### config.mk
export PLATFORM = sky130hd
export DESIGN_NAME = branch_predictor_flat
export DESIGN_NICKNAME = d
export VERILOG_FILES = /design/src/rtl/br_pkg.sv /design/src/rtl/br_if.sv /design/src/rtl/br_sat_ctr.sv /design/src/rtl/branch_predictor.sv /design/src/flat_wrapper.sv
export SDC_FILE = /design/constraint.sdc
export NUM_CORES = 2
export LEC_CHECK = 0
export CAP_MARGIN = 40
export CORE_UTILIZATION = 40
export DETAILED_ROUTE_END_ITERATION = 7
export HOLD_SLACK_MARGIN = 0.05
export MAX_ROUTING_LAYER = met4
export PLACE_DENSITY = 0.6
export RECOVER_POWER = 25
export SYNTH_ARGS = -nofsm -noshare
export SYNTH_HDL_FRONTEND = slang
export SYNTH_SLANG_ARGS = --single-unit
### constraint.sdc
create_clock -name i_clk -period 8.4 [get_ports i_clk]
set_input_delay 1.68 -clock i_clk [delete_from_list [all_inputs] [get_ports i_clk]]
set_output_delay 1.68 -clock i_clk [all_outputs]
set_load 0.02 [all_outputs]
### src/rtl/br_pkg.sv
// Shared types and constants for the branch predictor.
// Counter encoding and branch funct3 decode values.
package br_pkg;

    typedef enum logic [1:0] {
        SNT = 2'b00,
        WNT = 2'b01,
        WT  = 2'b10,
        ST  = 2'b11
    } ctr_e;

    localparam logic [2:0] F3_BEQ  = 3'b000;
    localparam logic [2:0] F3_BNE  = 3'b001;
    localparam logic [2:0] F3_BLT  = 3'b100;
    localparam logic [2:0] F3_BGE  = 3'b101;
    localparam logic [2:0] F3_BLTU = 3'b110;
    localparam logic [2:0] F3_BGEU = 3'b111;

    function automatic logic ctr_taken(input ctr_e c);
        return (c == WT) || (c == ST);
    endfunction

endpackage

### src/rtl/br_if.sv
// Fetch/EX bundle between the pipeline and the branch predictor.
// master = pipeline side, slave = predictor.
interface br_if #(
    parameter int CNT_W = 32
);
    logic [31:0]      i_if_pc;
    logic             o_pred_hit;
    logic             o_pred_taken;
    logic [31:0]      o_pred_target;
    logic             i_ex_valid;
    logic             i_ex_is_branch;
    logic [31:0]      i_ex_pc;
    logic [31:0]      i_ex_target;
    logic [2:0]       i_ex_funct3;
    logic             i_br_less;
    logic             i_br_equal;
    logic             i_ex_pred_taken;
    logic [31:0]      i_ex_pred_target;
    logic             o_ex_taken;
    logic             o_mispredict;
    logic [31:0]      o_redirect_pc;
    logic [CNT_W-1:0] o_br_cnt;
    logic [CNT_W-1:0] o_mispred_cnt;

    modport master (
        output i_if_pc, i_ex_valid, i_ex_is_branch, i_ex_pc,
        output i_ex_target, i_ex_funct3, i_br_less, i_br_equal,
        output i_ex_pred_taken, i_ex_pred_target,
        input  o_pred_hit, o_pred_taken, o_pred_target,
        input  o_ex_taken, o_mispredict, o_redirect_pc,
        input  o_br_cnt, o_mispred_cnt
    );

    modport slave (
        input  i_if_pc, i_ex_valid, i_ex_is_branch, i_ex_pc,
        input  i_ex_target, i_ex_funct3, i_br_less, i_br_equal,
        input  i_ex_pred_taken, i_ex_pred_target,
        output o_pred_hit, o_pred_taken, o_pred_target,
        output o_ex_taken, o_mispredict, o_redirect_pc,
        output o_br_cnt, o_mispred_cnt
    );
endinterface

### src/rtl/br_sat_ctr.sv
// 2-bit saturating counter next-state logic.
// Counts toward ST when i_inc, toward SNT otherwise.
module br_sat_ctr
    import br_pkg::*;
(
    input  ctr_e i_cnt,
    input  logic i_inc,
    output ctr_e o_cnt
);

    // Saturating step in the direction of the resolved outcome
    always_comb begin
        o_cnt = i_cnt;
        unique case (i_cnt)
            SNT: o_cnt = i_inc ? WNT : SNT;
            WNT: o_cnt = i_inc ? WT  : SNT;
            WT:  o_cnt = i_inc ? ST  : WNT;
            ST:  o_cnt = i_inc ? ST  : WT;
        endcase
    end

endmodule

### src/rtl/branch_predictor.sv
// Direct-mapped BTB with 2-bit counters: predicts at IF,
// resolves, redirects and trains at EX.
module branch_predictor
    import br_pkg::*;
#(
    parameter int INDEX_W = 6,
    parameter int CNT_W   = 32
) (
    input logic   i_clk,
    input logic   i_rst_n,
    br_if.slave   bp
);

    localparam int TAG_W   = 30 - INDEX_W;
    localparam int ENTRIES = 1 << INDEX_W;

    typedef logic [INDEX_W-1:0] idx_t;
    typedef logic [TAG_W-1:0]   tag_t;

    logic [ENTRIES-1:0] valid_q;
    tag_t               tag_q [ENTRIES];
    logic [31:0]        tgt_q [ENTRIES];
    ctr_e               ctr_q [ENTRIES];

    idx_t       if_idx;
    idx_t       ex_idx;
    tag_t       if_tag;
    tag_t       ex_tag;
    logic       if_hit;
    logic       ex_hit;
    logic       res;
    logic       legal;
    logic       dir;
    logic       upd;
    logic       mispredict;
    ctr_e       ctr_nxt;
    logic [CNT_W-1:0] br_cnt_q;
    logic [CNT_W-1:0] mis_cnt_q;
    logic       unused_if_lsb;

    assign unused_if_lsb = ^bp.i_if_pc[1:0];

    assign if_idx = bp.i_if_pc[INDEX_W+1:2];
    assign if_tag = bp.i_if_pc[31:INDEX_W+2];
    assign ex_idx = bp.i_ex_pc[INDEX_W+1:2];
    assign ex_tag = bp.i_ex_pc[31:INDEX_W+2];

    assign if_hit = valid_q[if_idx] && (tag_q[if_idx] == if_tag);
    assign ex_hit = valid_q[ex_idx] && (tag_q[ex_idx] == ex_tag);

    assign bp.o_pred_hit    = if_hit;
    assign bp.o_pred_taken  = if_hit && ctr_taken(ctr_q[if_idx]);
    assign bp.o_pred_target = if_hit ? tgt_q[if_idx] : 32'b0;

    // Actual direction from comparator flags; flags illegal funct3
    always_comb begin
        legal = 1'b1;
        dir   = 1'b0;
        unique case (bp.i_ex_funct3)
            F3_BEQ:           dir = bp.i_br_equal;
            F3_BNE:           dir = !bp.i_br_equal;
            F3_BLT, F3_BLTU:  dir = bp.i_br_less;
            F3_BGE, F3_BGEU:  dir = !bp.i_br_less;
            default:          legal = 1'b0;
        endcase
    end

    assign res = bp.i_ex_valid && bp.i_ex_is_branch;
    assign upd = res && legal;

    assign mispredict = upd &&
        ((dir != bp.i_ex_pred_taken) ||
         (dir && (bp.i_ex_pred_target != bp.i_ex_target)));

    assign bp.o_ex_taken    = res && dir;
    assign bp.o_mispredict  = mispredict;
    assign bp.o_redirect_pc = !res ? 32'b0 :
                              dir  ? bp.i_ex_target :
                                     bp.i_ex_pc + 32'd4;

    br_sat_ctr u_sat_ctr (
        .i_cnt (ctr_q[ex_idx]),
        .i_inc (dir),
        .o_cnt (ctr_nxt)
    );

    // Valid bits: cleared on reset, set on allocation
    always_ff @(posedge i_clk) begin
        if (!i_rst_n) begin
            valid_q <= '0;
        end else if (upd && !ex_hit && dir) begin
            valid_q[ex_idx] <= 1'b1;
        end
    end

    // Entry payload: train on hit, allocate on taken miss
    always_ff @(posedge i_clk) begin
        if (upd) begin
            if (ex_hit) begin
                ctr_q[ex_idx] <= ctr_nxt;
                if (dir) begin
                    tgt_q[ex_idx] <= bp.i_ex_target;
                end
            end else if (dir) begin
                tag_q[ex_idx] <= ex_tag;
                tgt_q[ex_idx] <= bp.i_ex_target;
                ctr_q[ex_idx] <= WT;
            end
        end
    end

    // Saturating perf counters for resolved branches and mispredicts
    always_ff @(posedge i_clk) begin
        if (!i_rst_n) begin
            br_cnt_q  <= '0;
            mis_cnt_q <= '0;
        end else begin
            if (upd && (br_cnt_q != '1)) begin
                br_cnt_q <= br_cnt_q + 1'b1;
            end
            if (mispredict && (mis_cnt_q != '1)) begin
                mis_cnt_q <= mis_cnt_q + 1'b1;
            end
        end
    end

    assign bp.o_br_cnt      = br_cnt_q;
    assign bp.o_mispred_cnt = mis_cnt_q;

endmodule

### src/flat_wrapper.sv
// flat-port wrapper written by rule: the top's interface ports become plain ports
module branch_predictor_flat import br_pkg::*;
#(
    parameter int INDEX_W = 6,
    parameter int CNT_W   = 32
)
  (i_clk, i_rst_n, bp_i_if_pc, bp_i_ex_valid, bp_i_ex_is_branch, bp_i_ex_pc, bp_i_ex_target, bp_i_ex_funct3, bp_i_br_less, bp_i_br_equal, bp_i_ex_pred_taken, bp_i_ex_pred_target, bp_o_pred_hit, bp_o_pred_taken, bp_o_pred_target, bp_o_ex_taken, bp_o_mispredict, bp_o_redirect_pc, bp_o_br_cnt, bp_o_mispred_cnt);
  br_if #(.CNT_W(CNT_W)) bp_i ();
  input logic i_clk;
  input logic i_rst_n;
  input wire logic [$bits(bp_i.i_if_pc)-1:0] bp_i_if_pc;
  input wire logic [$bits(bp_i.i_ex_valid)-1:0] bp_i_ex_valid;
  input wire logic [$bits(bp_i.i_ex_is_branch)-1:0] bp_i_ex_is_branch;
  input wire logic [$bits(bp_i.i_ex_pc)-1:0] bp_i_ex_pc;
  input wire logic [$bits(bp_i.i_ex_target)-1:0] bp_i_ex_target;
  input wire logic [$bits(bp_i.i_ex_funct3)-1:0] bp_i_ex_funct3;
  input wire logic [$bits(bp_i.i_br_less)-1:0] bp_i_br_less;
  input wire logic [$bits(bp_i.i_br_equal)-1:0] bp_i_br_equal;
  input wire logic [$bits(bp_i.i_ex_pred_taken)-1:0] bp_i_ex_pred_taken;
  input wire logic [$bits(bp_i.i_ex_pred_target)-1:0] bp_i_ex_pred_target;
  output wire logic [$bits(bp_i.o_pred_hit)-1:0] bp_o_pred_hit;
  output wire logic [$bits(bp_i.o_pred_taken)-1:0] bp_o_pred_taken;
  output wire logic [$bits(bp_i.o_pred_target)-1:0] bp_o_pred_target;
  output wire logic [$bits(bp_i.o_ex_taken)-1:0] bp_o_ex_taken;
  output wire logic [$bits(bp_i.o_mispredict)-1:0] bp_o_mispredict;
  output wire logic [$bits(bp_i.o_redirect_pc)-1:0] bp_o_redirect_pc;
  output wire logic [$bits(bp_i.o_br_cnt)-1:0] bp_o_br_cnt;
  output wire logic [$bits(bp_i.o_mispred_cnt)-1:0] bp_o_mispred_cnt;
  assign bp_i.i_if_pc = bp_i_if_pc;
  assign bp_i.i_ex_valid = bp_i_ex_valid;
  assign bp_i.i_ex_is_branch = bp_i_ex_is_branch;
  assign bp_i.i_ex_pc = bp_i_ex_pc;
  assign bp_i.i_ex_target = bp_i_ex_target;
  assign bp_i.i_ex_funct3 = bp_i_ex_funct3;
  assign bp_i.i_br_less = bp_i_br_less;
  assign bp_i.i_br_equal = bp_i_br_equal;
  assign bp_i.i_ex_pred_taken = bp_i_ex_pred_taken;
  assign bp_i.i_ex_pred_target = bp_i_ex_pred_target;
  assign bp_o_pred_hit = bp_i.o_pred_hit;
  assign bp_o_pred_taken = bp_i.o_pred_taken;
  assign bp_o_pred_target = bp_i.o_pred_target;
  assign bp_o_ex_taken = bp_i.o_ex_taken;
  assign bp_o_mispredict = bp_i.o_mispredict;
  assign bp_o_redirect_pc = bp_i.o_redirect_pc;
  assign bp_o_br_cnt = bp_i.o_br_cnt;
  assign bp_o_mispred_cnt = bp_i.o_mispred_cnt;
  branch_predictor #(.INDEX_W(INDEX_W), .CNT_W(CNT_W)) u_core (.i_clk(i_clk), .i_rst_n(i_rst_n), .bp(bp_i));
endmodule
==> metrics.md <==
| Metric | Value |
|---|---|
| DR DRC count | `0` |
| Die X | `641.8 um` |
| Post-Layout Cell Count | `14737` |
| Num CTS Buffers | `403` |
| Hold Path Class | `reg2reg` |
| Leak | `60.40 nW` |
| RD Place Congestion | `0.9113` |
| Fmax | `122.1 MHz` |
| Hold Vio Cnt, Final | `0` |
| DRT Pass-1 Iters | `7` |
| Final Util | `46.91%` |
| Cell variety after synth | `79` |
| Fin Clk Skew | `99.57 ps` |
| Antenna Nets Post-Route | `0` |
| Status | `finished, violations left` |
| First-pass GRT wire length | `804200 um` |
| Clk buf depth | `4` |
| Avg WL per Cell | `40.29 um` |
| CP Launch Type | `input pin` |
| Total grt overflow | `0` |
| Post-CTS Hold Buffers | `0` |
| Crit-path max cell delay | `620 ps` |
| Detailed Place HPWL | `354500 um` |
| Top FF cell, synth | `edfxtp_1` |
| Area share of the largest cell type after synthesis | `68.07%` |
| Worst slew margin | `-161.4%` |
| Overall Power | `42.12 mW` |
| Syn_area_per_cell | `19.76 sq um` |
| Top delay family on crit path | `buffers and inverters` |
| Final WL | `593800 um` |
| Worst-path cell chain | `buf_16 > buf_12 > mux4_2 > mux4_2 > mux4_2 > xor2_1 > nor4_2 > buf_2 > buf_4 > o2111ai_1 > nor4_4 > buf_12 > buf_12 > and4_1 > clkdlybuf4s50_1` |
| Worst path buffer plus inverter count | `7` |
| TritonCTS clock tree | `yes` |
| Critical path class | `in2out` |
| Layout cells sized above 1 | `30.56%` |
| #FFs+latches synth | `3840` |
| Placed cells | `13918` |
| Area contributors post-synth | `edfxtp_1 (68%), mux4_2 (17%), mux2i_1 (1.8%)` |
| Worst-Skew Late Latency | `1010 ps` |
| Slew @ Worst Pin | `3921 ps` |
| Critical path's slowest cell | `clkdlybuf4s50_1` |
| Port bufs | `267` |
| Max IR drop VDD | `0.1809 mV` |
| Final setup fails | `0` |
| Slew Limit Fails | `2248` |
| Pwr Density | `220.7 mW/mm^2` |
| Pin count of the biggest net entering global routing | `104` |
| Max Cap Viol | `39` |
| Rows | `234` |
| DR vias | `97844` |
| Setup repair after global routing missed its margin | `no` |
| Total track usage | `29.06%` |
| Total clock sinks | `3840` |
| Worst Path Required | `6720 ps` |
| Post-synthesis instance area | `0.1638 sq mm` |
| Synth Instances | `8289` |
| Sequential element share of the synthesized area | `69.63%` |
| EDFF count, synth | `3712` |
| Die Ht | `641.8 um` |
| Fin crit share | `97.49%` |
| R2R Setup Slk | `3090 ps` |
| Warning count from the yosys run | `0` |
| Syn_nets | `8430` |
| Synth area leader | `edfxtp_1` |
| Clock-pin slew on the worst setup and hold paths | `60 ps` |
| Commonest non-fill, non-tap cell in the layout | `edfxtp_1` |
| Vias in the first global route | `95759` |
| Die area | `0.4119 sq mm` |
| Most frequent cells in the layout | `edfxtp_1 (3712), mux4_2 (1243), buf_4 (427)` |
| NumNets Final | `9043` |
| Core ar. | `0.4070 sq mm` |
| Worst path arrival time | `6510 ps` |
| Antenna violations before repair | `52` |
| Failing checks | `capacitance limit, slew limit` |
| Via density per instance | `6.639` |
| Area growth from synthesis to layout | `16.58%` |
| Initial DRC count | `17061` |
| Max Fanout on Critical Path | `39` |
| Worst setup EP type | `output port` |
| Async S/R FF share, synth | `0%` |
| Number of H-tree levels | `5` |
| CTS Root Cell | `clkbuf_16` |
| I/O pin count | `270` |
| Crit path time final | `8189 ps` |
| Starting Density | `40.24%` |
## area by class of cell
type,instances,area (sq um)
multi-input combinational,3786,47780
clock inverter,248,2430
fill,33688,216100
antenna,68,170.2
timing repair buffer,861,8950
tap,5428,6792
inverter,10,43.79
sequential,3840,114000
clock buffer,496,10710
## kinds of logic (layout without fill, tap and decap cells)
| logic type | count (synthesis) | in the layout | synth area share [%] |
|---|---|---|---|
| adder cells (fa/ha/maj) | 4 | 4 | 0.02904 |
| multiplexers | 1685 | 1685 | 19.91 |
| AO/OA/AOI/OAI | 1080 | 1080 | 4.946 |
| AND/OR/NAND/NOR | 860 | 860 | 2.784 |
| XOR/XNOR | 157 | 157 | 0.8397 |
| buffers and inverters | 663 | 1615 | 1.857 |
| other | 0 | 68 | 0 |
| flip-flops | 3840 | 3840 | 69.63 |
## state kept, by name (all words and copies together), names as in the netlist
name                     cells
u_core.bp.o_mispred_cnt     32
u_core.ctr_q               128
u_core.valid_q              64
u_core.tag_q              1536
u_core.bp.o_br_cnt          32
u_core.tgt_q              2048
## routing by layer
layer / part of all wire, % / up-vias / wire (um) / global-route usage, %
li1: - / 36843 / - / -
met1: 36 / 52051 / 212600 / 36.43
met2: 46 / 7332 / 273000 / 43.46
met3: 12 / 1618 / 68890 / 7.073
met4: 6.6 / 0 / 39300 / 16.36
met5: 0 / - / 0 / -
## metrics by stage
| step | hold WS (ps) | TNS (ps) | cell area (sq um) | worst slack (ps) |
|---|---|---|---|---|
| floorplan | 431.9 | 0 | 163800 | 1205 |
| global placement | 443.4 | -15010 | 176700 | -695.8 |
| detailed placement | 453.8 | -2390 | 177600 | -263.5 |
| CTS | 461.7 | 0 | 190900 | 293.4 |
| global route | 477.4 | 0 | 190800 | 142.8 |
| finish | 459.8 | 0 | 190900 | 211.1 |
## power breakdown
| group | switching (mW) | internal [mW] |
|---|---|---|
| Clock | 7.65 | 10.3 |
| Combinational | 1.97 | 1.13 |
| Sequential | 0.0101 | 21.1 |
## Yosys cell counts, types with 48 or more instances
master	instances
a21oi_1	95
a221o_1	76
a221oi_1	159
a22o_1	65
a22oi_1	139
and2_1	59
buf_1	83
buf_2	201
buf_4	52
clkbuf_1	303
dfxtp_1	128
edfxtp_1	3712
mux2_2	144
mux2i_1	295
mux4_2	1243
nand2_1	219
nand3_1	62
nand4_1	86
nor2_1	156
nor4_1	67
o211a_1	52
o21ai_0	95
o21ai_1	63
o22ai_1	104
xnor2_1	109
xor2_1	48
## path summary, 6_finish.rpt
path / start / end / depth (start not counted)
max reg2reg: u_core.tag_q[21][14] / u_core.tag_q[34][2] / 13
min: u_core.valid_q[14] / u_core.valid_q[14] / 2
max: bp_i_if_pc[2] / bp_o_pred_target[3] / 15
min reg2reg: u_core.valid_q[14] / u_core.valid_q[14] / 2
## tightest hold or removal path, stage by stage, from the launching register on
cell and delay [ps]:
dfxtp_1 320, nand2_1 50, o21ai_1 50
## what timing repair did
item	in CTS	in global routing
setup buffers	2	0
setup endpoints to repair	10	0
resized for setup	9	0
(Power assumes the default switching activity.)
